<file path="config.mk">
export PLATFORM = sky130hd
export DESIGN_NAME = bcd_seq_adder_flat
export DESIGN_NICKNAME = d
export VERILOG_FILES = /design/src/rtl/bcd_seq_if.sv /design/src/rtl/bcd_seq_adder.sv /design/src/flat_wrapper.sv
export SDC_FILE = /design/constraint.sdc
export NUM_CORES = 1
export LEC_CHECK = 0
export ABC_AREA = 1
export CAP_MARGIN = 0
export CORE_MARGIN = 2
export CORE_UTILIZATION = 45
export DETAILED_ROUTE_END_ITERATION = 8
export PLACE_DENSITY = 0.71
export SYNTH_ARGS = -nofsm -noshare
export SYNTH_HDL_FRONTEND = slang
export SYNTH_SLANG_ARGS = --single-unit
</file>
<file path="constraint.sdc">
create_clock -name clk -period 3.6 [get_ports clk]
set_clock_uncertainty 0.15 [all_clocks]
set_input_delay 0.72 -clock clk [delete_from_list [all_inputs] [get_ports clk]]
set_output_delay 0.72 -clock clk [all_outputs]
set_load 0.05 [all_outputs]
</file>
<file path="src/rtl/bcd_seq_if.sv">
// Handshake and operand bundle for the digit-serial BCD adder.
interface bcd_seq_if #(
    parameter int unsigned DIGITS = 4
);
    logic                  start;
    logic                  sub;
    logic [4*DIGITS-1:0]   a;
    logic [4*DIGITS-1:0]   b;
    logic                  cin;
    logic                  busy;
    logic                  done;
    logic [4*DIGITS-1:0]   s;
    logic                  cout;
    logic                  err;

    modport master (
        output start, sub, a, b, cin,
        input  busy, done, s, cout, err
    );

    modport slave (
        input  start, sub, a, b, cin,
        output busy, done, s, cout, err
    );
endinterface

</file>
<file path="src/rtl/bcd_seq_adder.sv">
// Digit-serial packed-BCD adder: one digit per clock through a single add/correct slice.
// Optional subtract mode (nine's complement of b, initial carry 1) is enabled by BCD_SUB_EN.
module bcd_seq_adder #(
    parameter int unsigned DIGITS = 4
) (
    input logic     clk,
    input logic     rst_n,
    bcd_seq_if.slave bus
);
    localparam int unsigned W    = 4 * DIGITS;
    localparam int unsigned IdxW = (DIGITS > 1) ? $clog2(DIGITS) : 1;
    localparam logic [IdxW-1:0] LastIdx = IdxW'(DIGITS - 1);

    localparam logic [1:0] StIdle = 2'd0;
    localparam logic [1:0] StRun  = 2'd1;
    localparam logic [1:0] StDone = 2'd2;

    logic [1:0]      state_q, state_d;
    logic [W-1:0]    a_q, a_d, b_q, b_d, s_q, s_d;
    logic [IdxW-1:0] idx_q, idx_d;
    logic            carry_q, carry_d;
    logic            cout_q, cout_d;
    logic            err_q, err_d;

    logic [W-1:0]    b_cap;
    logic            carry_cap;
    logic            err_cap;

    // Operand B as stored: nine's complement per digit when subtracting.
`ifdef BCD_SUB_EN
    always_comb begin
        b_cap = bus.b;
        for (int unsigned i = 0; i < DIGITS; i++) begin
            if (bus.sub) b_cap[4*i +: 4] = 4'd9 - bus.b[4*i +: 4];
        end
        carry_cap = bus.sub ? 1'b1 : bus.cin;
    end
`else
    logic unused_sub;
    assign unused_sub = bus.sub;
    assign b_cap      = bus.b;
    assign carry_cap  = bus.cin;
`endif

    always_comb begin
        err_cap = 1'b0;
        for (int unsigned i = 0; i < DIGITS; i++) begin
            err_cap = err_cap | (bus.a[4*i +: 4] > 4'd9) | (bus.b[4*i +: 4] > 4'd9);
        end
    end

    // Single-digit add/correct slice at the current index.
    logic [W-1:0] shamt;
    logic [3:0]   a_dig, b_dig, digit;
    logic [4:0]   t;
    logic         gt9;

    always_comb begin
        shamt = W'({idx_q, 2'b00});
        a_dig = 4'(a_q >> shamt);
        b_dig = 4'(b_q >> shamt);
        t     = 5'(a_dig) + 5'(b_dig) + 5'(carry_q);
        gt9   = (t > 5'd9);
        digit = gt9 ? 4'(t[3:0] + 4'd6) : t[3:0];
    end

    always_comb begin
        state_d = state_q;
        a_d     = a_q;
        b_d     = b_q;
        s_d     = s_q;
        idx_d   = idx_q;
        carry_d = carry_q;
        cout_d  = cout_q;
        err_d   = err_q;

        case (state_q)
            StRun: begin
                s_d     = (s_q & ~(W'(4'hF) << shamt)) | (W'(digit) << shamt);
                carry_d = gt9;
                if (idx_q == LastIdx) begin
                    cout_d  = gt9;
                    state_d = StDone;
                end else begin
                    idx_d = idx_q + IdxW'(1);
                end
            end
            StDone:  state_d = StIdle;
            StIdle:  state_d = StIdle;
            default: state_d = StIdle;
        endcase

        if ((state_q == StIdle || state_q == StDone) && bus.start) begin
            state_d = StRun;
            a_d     = bus.a;
            b_d     = b_cap;
            s_d     = '0;
            idx_d   = '0;
            carry_d = carry_cap;
            cout_d  = 1'b0;
            err_d   = err_cap;
        end
    end

    always_ff @(posedge clk or negedge rst_n) begin
        if (!rst_n) begin
            state_q <= StIdle;
            a_q     <= '0;
            b_q     <= '0;
            s_q     <= '0;
            idx_q   <= '0;
            carry_q <= 1'b0;
            cout_q  <= 1'b0;
            err_q   <= 1'b0;
        end else begin
            state_q <= state_d;
            a_q     <= a_d;
            b_q     <= b_d;
            s_q     <= s_d;
            idx_q   <= idx_d;
            carry_q <= carry_d;
            cout_q  <= cout_d;
            err_q   <= err_d;
        end
    end

    assign bus.busy = (state_q == StRun);
    assign bus.done = (state_q == StDone);
    assign bus.s    = s_q;
    assign bus.cout = cout_q;
    assign bus.err  = err_q;
endmodule

</file>
<file path="src/flat_wrapper.sv">
// flat-port wrapper written by rule: the top's interface ports become plain ports
module bcd_seq_adder_flat 
#(
    parameter int unsigned DIGITS = 4
)
  (clk, rst_n, bus_start, bus_sub, bus_a, bus_b, bus_cin, bus_busy, bus_done, bus_s, bus_cout, bus_err);
  bcd_seq_if #(.DIGITS(DIGITS)) bus_i ();
  input logic clk;
  input logic rst_n;
  input wire logic [$bits(bus_i.start)-1:0] bus_start;
  input wire logic [$bits(bus_i.sub)-1:0] bus_sub;
  input wire logic [$bits(bus_i.a)-1:0] bus_a;
  input wire logic [$bits(bus_i.b)-1:0] bus_b;
  input wire logic [$bits(bus_i.cin)-1:0] bus_cin;
  output wire logic [$bits(bus_i.busy)-1:0] bus_busy;
  output wire logic [$bits(bus_i.done)-1:0] bus_done;
  output wire logic [$bits(bus_i.s)-1:0] bus_s;
  output wire logic [$bits(bus_i.cout)-1:0] bus_cout;
  output wire logic [$bits(bus_i.err)-1:0] bus_err;
  assign bus_i.start = bus_start;
  assign bus_i.sub = bus_sub;
  assign bus_i.a = bus_a;
  assign bus_i.b = bus_b;
  assign bus_i.cin = bus_cin;
  assign bus_busy = bus_i.busy;
  assign bus_done = bus_i.done;
  assign bus_s = bus_i.s;
  assign bus_cout = bus_i.cout;
  assign bus_err = bus_i.err;
  bcd_seq_adder #(.DIGITS(DIGITS)) u_core (.clk(clk), .rst_n(rst_n), .bus(bus_i));
endmodule
</file>
==> results of run 1 <==
-- worst max path at each step --
stage | startpoint | end | cells past startpoint
after floorplan | u_core.idx_q[1]$_DFFE_PN0P_ | u_core.bus.s[1]$_DFFE_PN0P_ | 16
after global placement | u_core.idx_q[0]$_DFFE_PN0P_ | u_core.bus.s[5]$_DFFE_PN0P_ | 15
after detailed placement | u_core.idx_q[0]$_DFFE_PN0P_ | u_core.bus.s[7]$_DFFE_PN0P_ | 15
after CTS | u_core.idx_q[0]$_DFFE_PN0P_ | u_core.bus.s[3]$_DFFE_PN0P_ | 15
after global routing | u_core.idx_q[0]$_DFFE_PN0P_ | u_core.bus.s[3]$_DFFE_PN0P_ | 15
final | u_core.idx_q[0]$_DFFE_PN0P_ | u_core.bus.s[3]$_DFFE_PN0P_ | 15
-- sequential cells by signal, indices dropped and copies added (netlist names) --
register         cells
u_core.a_q          16
u_core.b_q          16
u_core.bus.s        16
u_core.idx_q         2
u_core.state_q       2
u_core.bus.cout      1
u_core.bus.err       1
u_core.carry_q       1
-- synth_stat cells (6+ instances only) --
| cell type | number |
|---|---|
| nand2_1 | 95 |
| dfrtp_1 | 55 |
| o21ai_0 | 41 |
| inv_1 | 35 |
| nor2_1 | 20 |
| nand4_1 | 13 |
| a21oi_1 | 10 |
| nand3_1 | 10 |
| ha_1 | 8 |
| a21boi_1 | 6 |
| clkbuf_1 | 6 |
| o22ai_1 | 6 |
-- routing by layer --
layer  share of wire  up-vias  track usage
met1            0.47     1120       0.2576
li1                -     1230            -
met5               0        -            0
met2            0.47       66       0.3189
met4           0.020        0      0.06259
met3           0.041       13      0.03181
-- area by class of cell --
type	instances	area [sq um]	share of cell area
inverters	41	156.4	0.04425
well taps	75	93.84	0.02655
flip-flops and latches	55	1376	0.3894
clock inverters	1	5.005	0.001416
clock buffers	7	76.32	0.02159
multi-input cells	235	1229	0.3476
repair buffers	62	598.1	0.1692
-- cells by family after synthesis --
group	after synthesis	synth area share
and+or+nand+nor	152	0.2388
AOI/OAI and AO/OA	73	0.1474
DFF	55	0.4882
buffers and inverters	53	0.07590
adders and majority gates	10	0.04971
-- metrics by stage --
step,cell area (sq um),cells
finish,3535,476
detailed placement,3453,468
floorplan,2819,343
global placement,3453,468
CTS,3535,476
global route,3535,476
-- cells in the final DEF (no fill, tap or decap), types with 2 or more instances in the layout --
cell,count
a21oi_1,10
a32o_1,2
o21ai_0,41
or2_4,2
nor2_1,20
fa_1,2
a21oi_2,2
dfrtp_1,55
buf_4,7
nand2_1,95
o21ai_1,3
clkbuf_1,2
ha_1,8
o22ai_1,6
nand2_2,5
nor2_4,3
a21boi_1,6
inv_2,5
a22o_1,2
nor3_1,2
nand4_1,13
inv_1,35
clkdlybuf4s50_1,54
nand3_1,10
clkbuf_8,5
==> results.yml, run 1 <==
outcome:
  outcome: "finished clean"
sta:
  fin_hold_ws_ps: 160.6
  setup_ws_ps: 414.2
  min_period_ps: 3186
  fin_crit_sh: 0.8849
  tns_ps: 0
  finalSetupViolCount: 0
  finalHoldViolCount: 0
  tightest_slew_ps: 501.3
  slew_headroom: 0.6647
  slew_violations: 0
  rsz0062_at_grt: "no"
  fmax_mhz: 313.9
cells_and_area:
  num-nets-final: 447
  final_util: 0.5900
  nFillCells: 571
  drive_gt1_frac: 0.08479
  diodes: 0
  area_growth_syn_to_layout_pct: 25.39
setup_path:
  rr_worst_depth: 15
  cpLargestDelayFamily: "adder cells"
  required_ps: 3650
  rrSetupSlack_ps: 410
  cpPeakStageDelay_ps: 570
  crit_arrival_ps: 3240
  r2r-end: "u_core.bus.s[3]$_DFFE_PN0P_"
  crit_type: "flop to flop"
  crit_path_cell_trace: "inv_2 -> o21ai_0 -> o22ai_1 -> fa_1 -> fa_1 -> inv_1 -> ha_1 -> inv_1 -> nor2_1 -> a21oi_2 -> nand2_2 -> nand2_4 -> nand2_2 -> nand4_1 -> nand2_1"
  start_kind: "flop"
  end_kind: "flop"
  crit_path_max_fanout: 15
  crit_buf_inv: 3
  r2r_start: "u_core.idx_q[0]$_DFFE_PN0P_"
  cp_slowest_cell: "fa_1"
floorplan:
  core_sq_mm: 0.005991
  die-area_sq_mm: 0.006913
  dieHeight_microns: 83.15
  ios: 57
  die_w_microns: 83.15
  start_util: 0.4706
  rows: 28
route:
  drc: 0
  wl_microns: 6376
  drtAntennaViolNets: 0
  num_vias: 2429
  via_per_inst: 5.103
  drt-initial-drc-count: 126
  firstDrtPassIters: 4
  wire_per_inst_microns: 13.39
clock_tree:
  cts_root_buf: "clkbuf_8"
  h-tree-depth: 2
  clk_pin_slew_worst_paths_ps: 90
  insertion_delay_ps: 310
  cts_buffer_depth: 2
  numCtsBuffers: 5
  cts_resized: 0
  cts_tree: "yes"
  cts_sinks: 55
  postCtsHoldBufs: 0
  cts_setup_buffers: 0
place:
  port_buffers: 55
  gp_congestion: 0.8390
  place_hpwl_microns: 4640
  dpl_worst_slack_ps: 471.0
logic_synthesis:
  synth_seq_area_share: 0.4882
  synth_top_area_cell: "dfrtp_1"
  synth-seq-cells: 55
  netlist_area_sq_mm: 0.002819
  avgSynthCellArea_sq_um: 8.219
  syn-num-nets: 390
  synthCells: 343
  synth_top_area_frac: 0.4882
  async_reset_ff_frac: 1.000
  ys.flop_type: "dfrtp_1"
  synth_cell_types: 28
  yosys_warnings: 0
  synth-edff-count: 0
  synth.area.top_cells: "dfrtp_1 49%, nand2_1 13%, o21ai_0 7.3%"
global_routing:
  antenna_found_initial: 0
  grt_max_degree: 50
  first_global_vias: 2394
  grt_usage: 0.1922
  grt-ovfl-total: 0
  grt_pass1_wl_microns: 10910
worst_hold_path:
  min_path_type: "primary input to async pin"
flow_run:
  cap_violations: 0
Power of run 1 is left out: the tool's default activity adds up to more than one toggle a clock period on the data nets, which glitch-free logic cannot reach.
==> run 2, diff against run 1 <==
--- a/config.mk
+++ b/config.mk
@@ -10,7 +10,8 @@
 export CORE_MARGIN = 2
 export CORE_UTILIZATION = 45
 export DETAILED_ROUTE_END_ITERATION = 8
-export PLACE_DENSITY = 0.71
+export PLACE_DENSITY_LB_ADDON = 0.12
 export SYNTH_ARGS = -nofsm -noshare
 export SYNTH_HDL_FRONTEND = slang
 export SYNTH_SLANG_ARGS = --single-unit
+export TNS_END_PERCENT = 100
==> run 2 against run 1 <==
  * Non-clock buffer count fell by 1
  * Setup slack improved by 140 ps
  * Via count down 0.74%
  * Largest cell class unchanged
==> results.yml, run 2 (same netlist as run 1, synthesis figures left out) <==
clock_tree:
  cts_resized: 0
  postCtsHoldBufs: 0
  numCtsBuffers: 5
  cts_setup_buffers: 0
  cts_root_buf: "clkbuf_8"
  cts_tree: "yes"
  cts_buffer_depth: 2
  cts_sinks: 55
  insertion_delay_ps: 320
  h-tree-depth: 2
  clk_pin_slew_worst_paths_ps: 90
sta:
  slew_headroom: 0.4857
  tns_ps: 0
  slew_violations: 0
  fin_crit_sh: 0.8458
  rsz0062_at_grt: "no"
  tightest_slew_ps: 771.5
  finalSetupViolCount: 0
  min_period_ps: 3045
  finalHoldViolCount: 0
  fmax_mhz: 328.4
floorplan:
  die_w_microns: 83.15
  dieHeight_microns: 83.15
  die-area_sq_mm: 0.006913
  core_sq_mm: 0.005991
  rows: 28
  start_util: 0.4706
  ios: 57
route:
  drtAntennaViolNets: 0
  via_per_inst: 5.076
  drt-initial-drc-count: 175
  firstDrtPassIters: 4
  num_vias: 2411
  wl_microns: 6135
  drc: 0
  wire_per_inst_microns: 12.92
cells_and_area:
  mostFrequentLayoutCells: "95 x nand2_1, 55 x dfrtp_1, 54 x clkdlybuf4s50_1"
  diodes: 0
  final_common_cell: "nand2_1"
  num-nets-final: 446
  drive_gt1_frac: 0.08500
  area_growth_syn_to_layout_pct: 25.79
setup_path:
  crit_arrival_ps: 3110
  crit_end: "u_core.bus.s[1]$_DFFE_PN0P_"
  start_kind: "flop"
  r2r_start: "u_core.idx_q[0]$_DFFE_PN0P_"
  setup.worst_path.start: "u_core.idx_q[0]$_DFFE_PN0P_"
  r2r-end: "u_core.bus.s[1]$_DFFE_PN0P_"
  end_kind: "flop"
  crit_path_max_fanout: 24
  required_ps: 3660
  rrSetupSlack_ps: 560
  rr_worst_depth: 14
  crit_type: "flop to flop"
global_routing:
  grt_use_met1: 0.2550
  antenna_found_initial: 0
  grt_usage: 0.1920
  grt_pass1_wl_microns: 10850
  grtUsageMet3: 0.03877
  grt_max_degree: 50
  grt_use_met2: 0.3043
  busiest_layer: "met2"
  first_global_vias: 2392
  grt-ovfl-total: 0
place:
  port_buffers: 55
  gp_congestion: 0.8339
  place_hpwl_microns: 4586
worst_hold_path:
  min_path_type: "primary input to async pin"
flow_run:
  cap_violations: 0
outcome:
  outcome: "finished clean"
[run 2: metal layers]
layer / wire length (microns) / up-vias
li1: - / 1229
met1: 2826 / 1105
met2: 2822 / 63
met3: 303 / 14
met4: 182 / 0
met5: 0 / -
[run 2: final cells by class]
| type | instances | area (sq um) |
|---|---|---|
| tap | 75 | 93.84 |
| inverter | 41 | 156.4 |
| sequential | 55 | 1376 |
| multi-input combinational | 235 | 1229 |
| fill | 530 | 2445 |
| timing repair buffer | 61 | 590.6 |
| clock buffer | 8 | 100.1 |
[run 2: worst min path at each step]
stage | endpoint | slack, ps | cells past startpoint
after floorplan | u_core.a_q[0]$_DFFE_PN0P_ | 270 | 0
after global placement | u_core.a_q[4]$_DFFE_PN0P_ | 310 | 2
after global routing | u_core.bus.s[10]$_DFFE_PN0P_ | 360 | 2
final | u_core.b_q[11]$_DFFE_PN0P_ | 320 | 1
after CTS | u_core.a_q[4]$_DFFE_PN0P_ | 340 | 2
after detailed placement | u_core.a_q[4]$_DFFE_PN0P_ | 310 | 2
[run 2: metrics by stage]
stage                     std cells  instance area (sq um)  hold WS [ps]    util  worst slack [ps]
after floorplan                 343                   2819         274.4       -             639.6
after global placement          467                   3446         312.4  0.5752             617.1
after detailed placement        467                   3446         313.4  0.5752             578.1
after CTS                       475                   3546         338.7  0.5919             549.5
after global routing            475                   3546         356.4  0.5919             310.4
final                           475                   3546         322.3  0.5919             555.2
[run 2: worst max-delay path: stages (launching register included)]
cell and delay [ps]:
dfrtp_1 460, inv_2 110, buf_4 250, o21ai_0 100
o21ai_0 330, fa_1 540, inv_1 100, ha_1 170
inv_1 60, nor2_1 120, a21oi_2 50, nand2_2 100
nand3_1 180, nand4_1 160, nand2_1 50
Power of run 2 is left out for the same reason.
==> run 3, diff against run 2 <==
==> constraint.sdc (replaced) <==
create_clock -name clk -period 3.05 [get_ports clk]
set_clock_uncertainty 0.15 [all_clocks]
set_input_delay 0.61 -clock clk [delete_from_list [all_inputs] [get_ports clk]]
set_output_delay 0.61 -clock clk [all_outputs]
set_load 0.05 [all_outputs]
==> run 3 against run 2 <==
  * Critical path type unchanged
  * Setup slack got worse by 440 ps
  * Sequential share of layout area decreased by 0.82 points
  * Core utilization increased by 1.3 points
  * Critical endpoint unchanged
  * Highest routed layer unchanged
  * First-iteration DRC count decreased by 21%
  * Cell count increased by 0.84%
  * Via count increased by 2.3%
==> results.yml, run 3 (same netlist as run 1, synthesis figures left out) <==
outcome:
  outcome: "finished clean"
clock_tree:
  postCtsHoldBufs: 0
  h-tree-depth: 2
  insertion_delay_ps: 300
  cts_sinks: 55
  cts_buffer_depth: 2
  numCtsBuffers: 5
  cts_root_buf: "clkbuf_8"
  cts_tree: "yes"
  clk_pin_slew_worst_paths_ps: 90
setup_path:
  end_kind: "flop"
  r2r-end: "u_core.bus.s[1]$_DFFE_PN0P_"
  crit_type: "flop to flop"
  start_kind: "flop"
  r2r_start: "u_core.idx_q[0]$_DFFE_PN0P_"
  rrSetupSlack_ps: 120
  crit_arrival_ps: 2980
  rr_worst_depth: 15
  crit_path_max_fanout: 6
  required_ps: 3100
sta:
  rsz0062_at_grt: "yes"
  slew_headroom: 0.6642
  fmax_mhz: 341.1
  min_period_ps: 2932
  finalHoldViolCount: 0
  tightest_slew_ps: 502.1
  finalSetupViolCount: 0
  slew_violations: 0
  fin_crit_sh: 0.9612
place:
  port_buffers: 55
  gp_congestion: 0.8172
  place_hpwl_microns: 4502
worst_hold_path:
  min_path_type: "primary input to async pin"
global_routing:
  grt_usage: 0.1831
  grt-ovfl-total: 0
  first_global_vias: 2367
  grt_max_degree: 56
  grt_pass1_wl_microns: 10550
  antenna_found_initial: 0
cells_and_area:
  mostFrequentLayoutCells: "95 x nand2_1, 54 x clkdlybuf4s50_1, 54 x dfrtp_1"
  num-nets-final: 450
  diodes: 0
  final_util: 0.6053
  final_common_cell: "nand2_1"
  drive_gt1_frac: 0.1213
  area_growth_syn_to_layout_pct: 28.63
floorplan:
  die_w_microns: 83.15
  start_util: 0.4706
  ios: 57
  rows: 28
  dieHeight_microns: 83.15
  core_sq_mm: 0.005991
  die-area_sq_mm: 0.006913
route:
  wire_per_inst_microns: 13.00
  drtAntennaViolNets: 0
  drc: 0
  wl_microns: 6225
  num_vias: 2467
  via_per_inst: 5.150
  drt-initial-drc-count: 139
  firstDrtPassIters: 4
flow_run:
  cap_violations: 0
[run 3: cell type report]
cell class | count | area (sq um)
Tap cell | 75 | 93.84
Fill cell | 539 | 2365
Timing Repair Buffer | 65 | 645.6
Clock inverter | 1 | 5.005
Sequential cell | 55 | 1378
Clock buffer | 7 | 76.32
Inverter | 41 | 158.9
Multi-Input combinational cell | 235 | 1269
[run 3: stage by stage]
step / hold slack (ps) / area, sq um / setup slack, ps / instances / setup TNS, ps
2_1_floorplan: 164.4 / 2819 / 89.63 / 343 / 0
3_3_place_gp: 314.4 / 3473 / 108.5 / 469 / 0
3_5_place_dp: 316.7 / 3473 / 48.24 / 469 / 0
4_1_cts: 151.7 / 3555 / 22.20 / 477 / 0
5_1_grt: 146.5 / 3626 / -7.073 / 479 / -13.87
6_report: 135.4 / 3626 / 118.5 / 479 / 0
[run 3: repair_timing]
action                     CTS  global route
resized for setup            0            21
hold endpoints to repair     0             0
setup buffers                0             2
setup endpoints to repair    0            14
[run 3: critical path: stages (launching register included)]
cell and delay [ps]:
dfrtp_2 460, inv_4 70, o21ai_2 140, o22ai_2 100
fa_2 410, fa_2 540, inv_1 60, ha_1 210
inv_2 60, nor2_1 40, a21oi_2 110, nand2_2 100
nand2_4 120, nand2_2 90, nand4_1 110, nand2_1 60
[run 3: how the worst max path moves through the flow]
| stage | startpoint | end | slack [ps] | cells after the start |
|---|---|---|---|---|
| after floorplan | u_core.idx_q[1]$_DFFE_PN0P_ | u_core.bus.s[1]$_DFFE_PN0P_ | 90 | 16 |
| after global placement | u_core.idx_q[0]$_DFFE_PN0P_ | u_core.bus.s[1]$_DFFE_PN0P_ | 110 | 16 |
| after detailed placement | u_core.idx_q[0]$_DFFE_PN0P_ | u_core.bus.s[1]$_DFFE_PN0P_ | 50 | 17 |
| after CTS | u_core.idx_q[0]$_DFFE_PN0P_ | u_core.bus.s[1]$_DFFE_PN0P_ | 20 | 17 |
| after global routing | u_core.idx_q[0]$_DFFE_PN0P_ | u_core.bus.s[13]$_DFFE_PN0P_ | -7 | 15 |
| final | u_core.idx_q[0]$_DFFE_PN0P_ | u_core.bus.s[1]$_DFFE_PN0P_ | 120 | 15 |
[run 3: routing by layer]
metal	vias to the layer above	wire length (microns)	GRT usage
met1	1159	2873	0.2464
met3	7	284	0.03082
li1	1240	-	-
met2	61	2996	0.3043
met4	0	71	0.05514
met5	-	0	0
Power of run 3 is left out for the same reason.
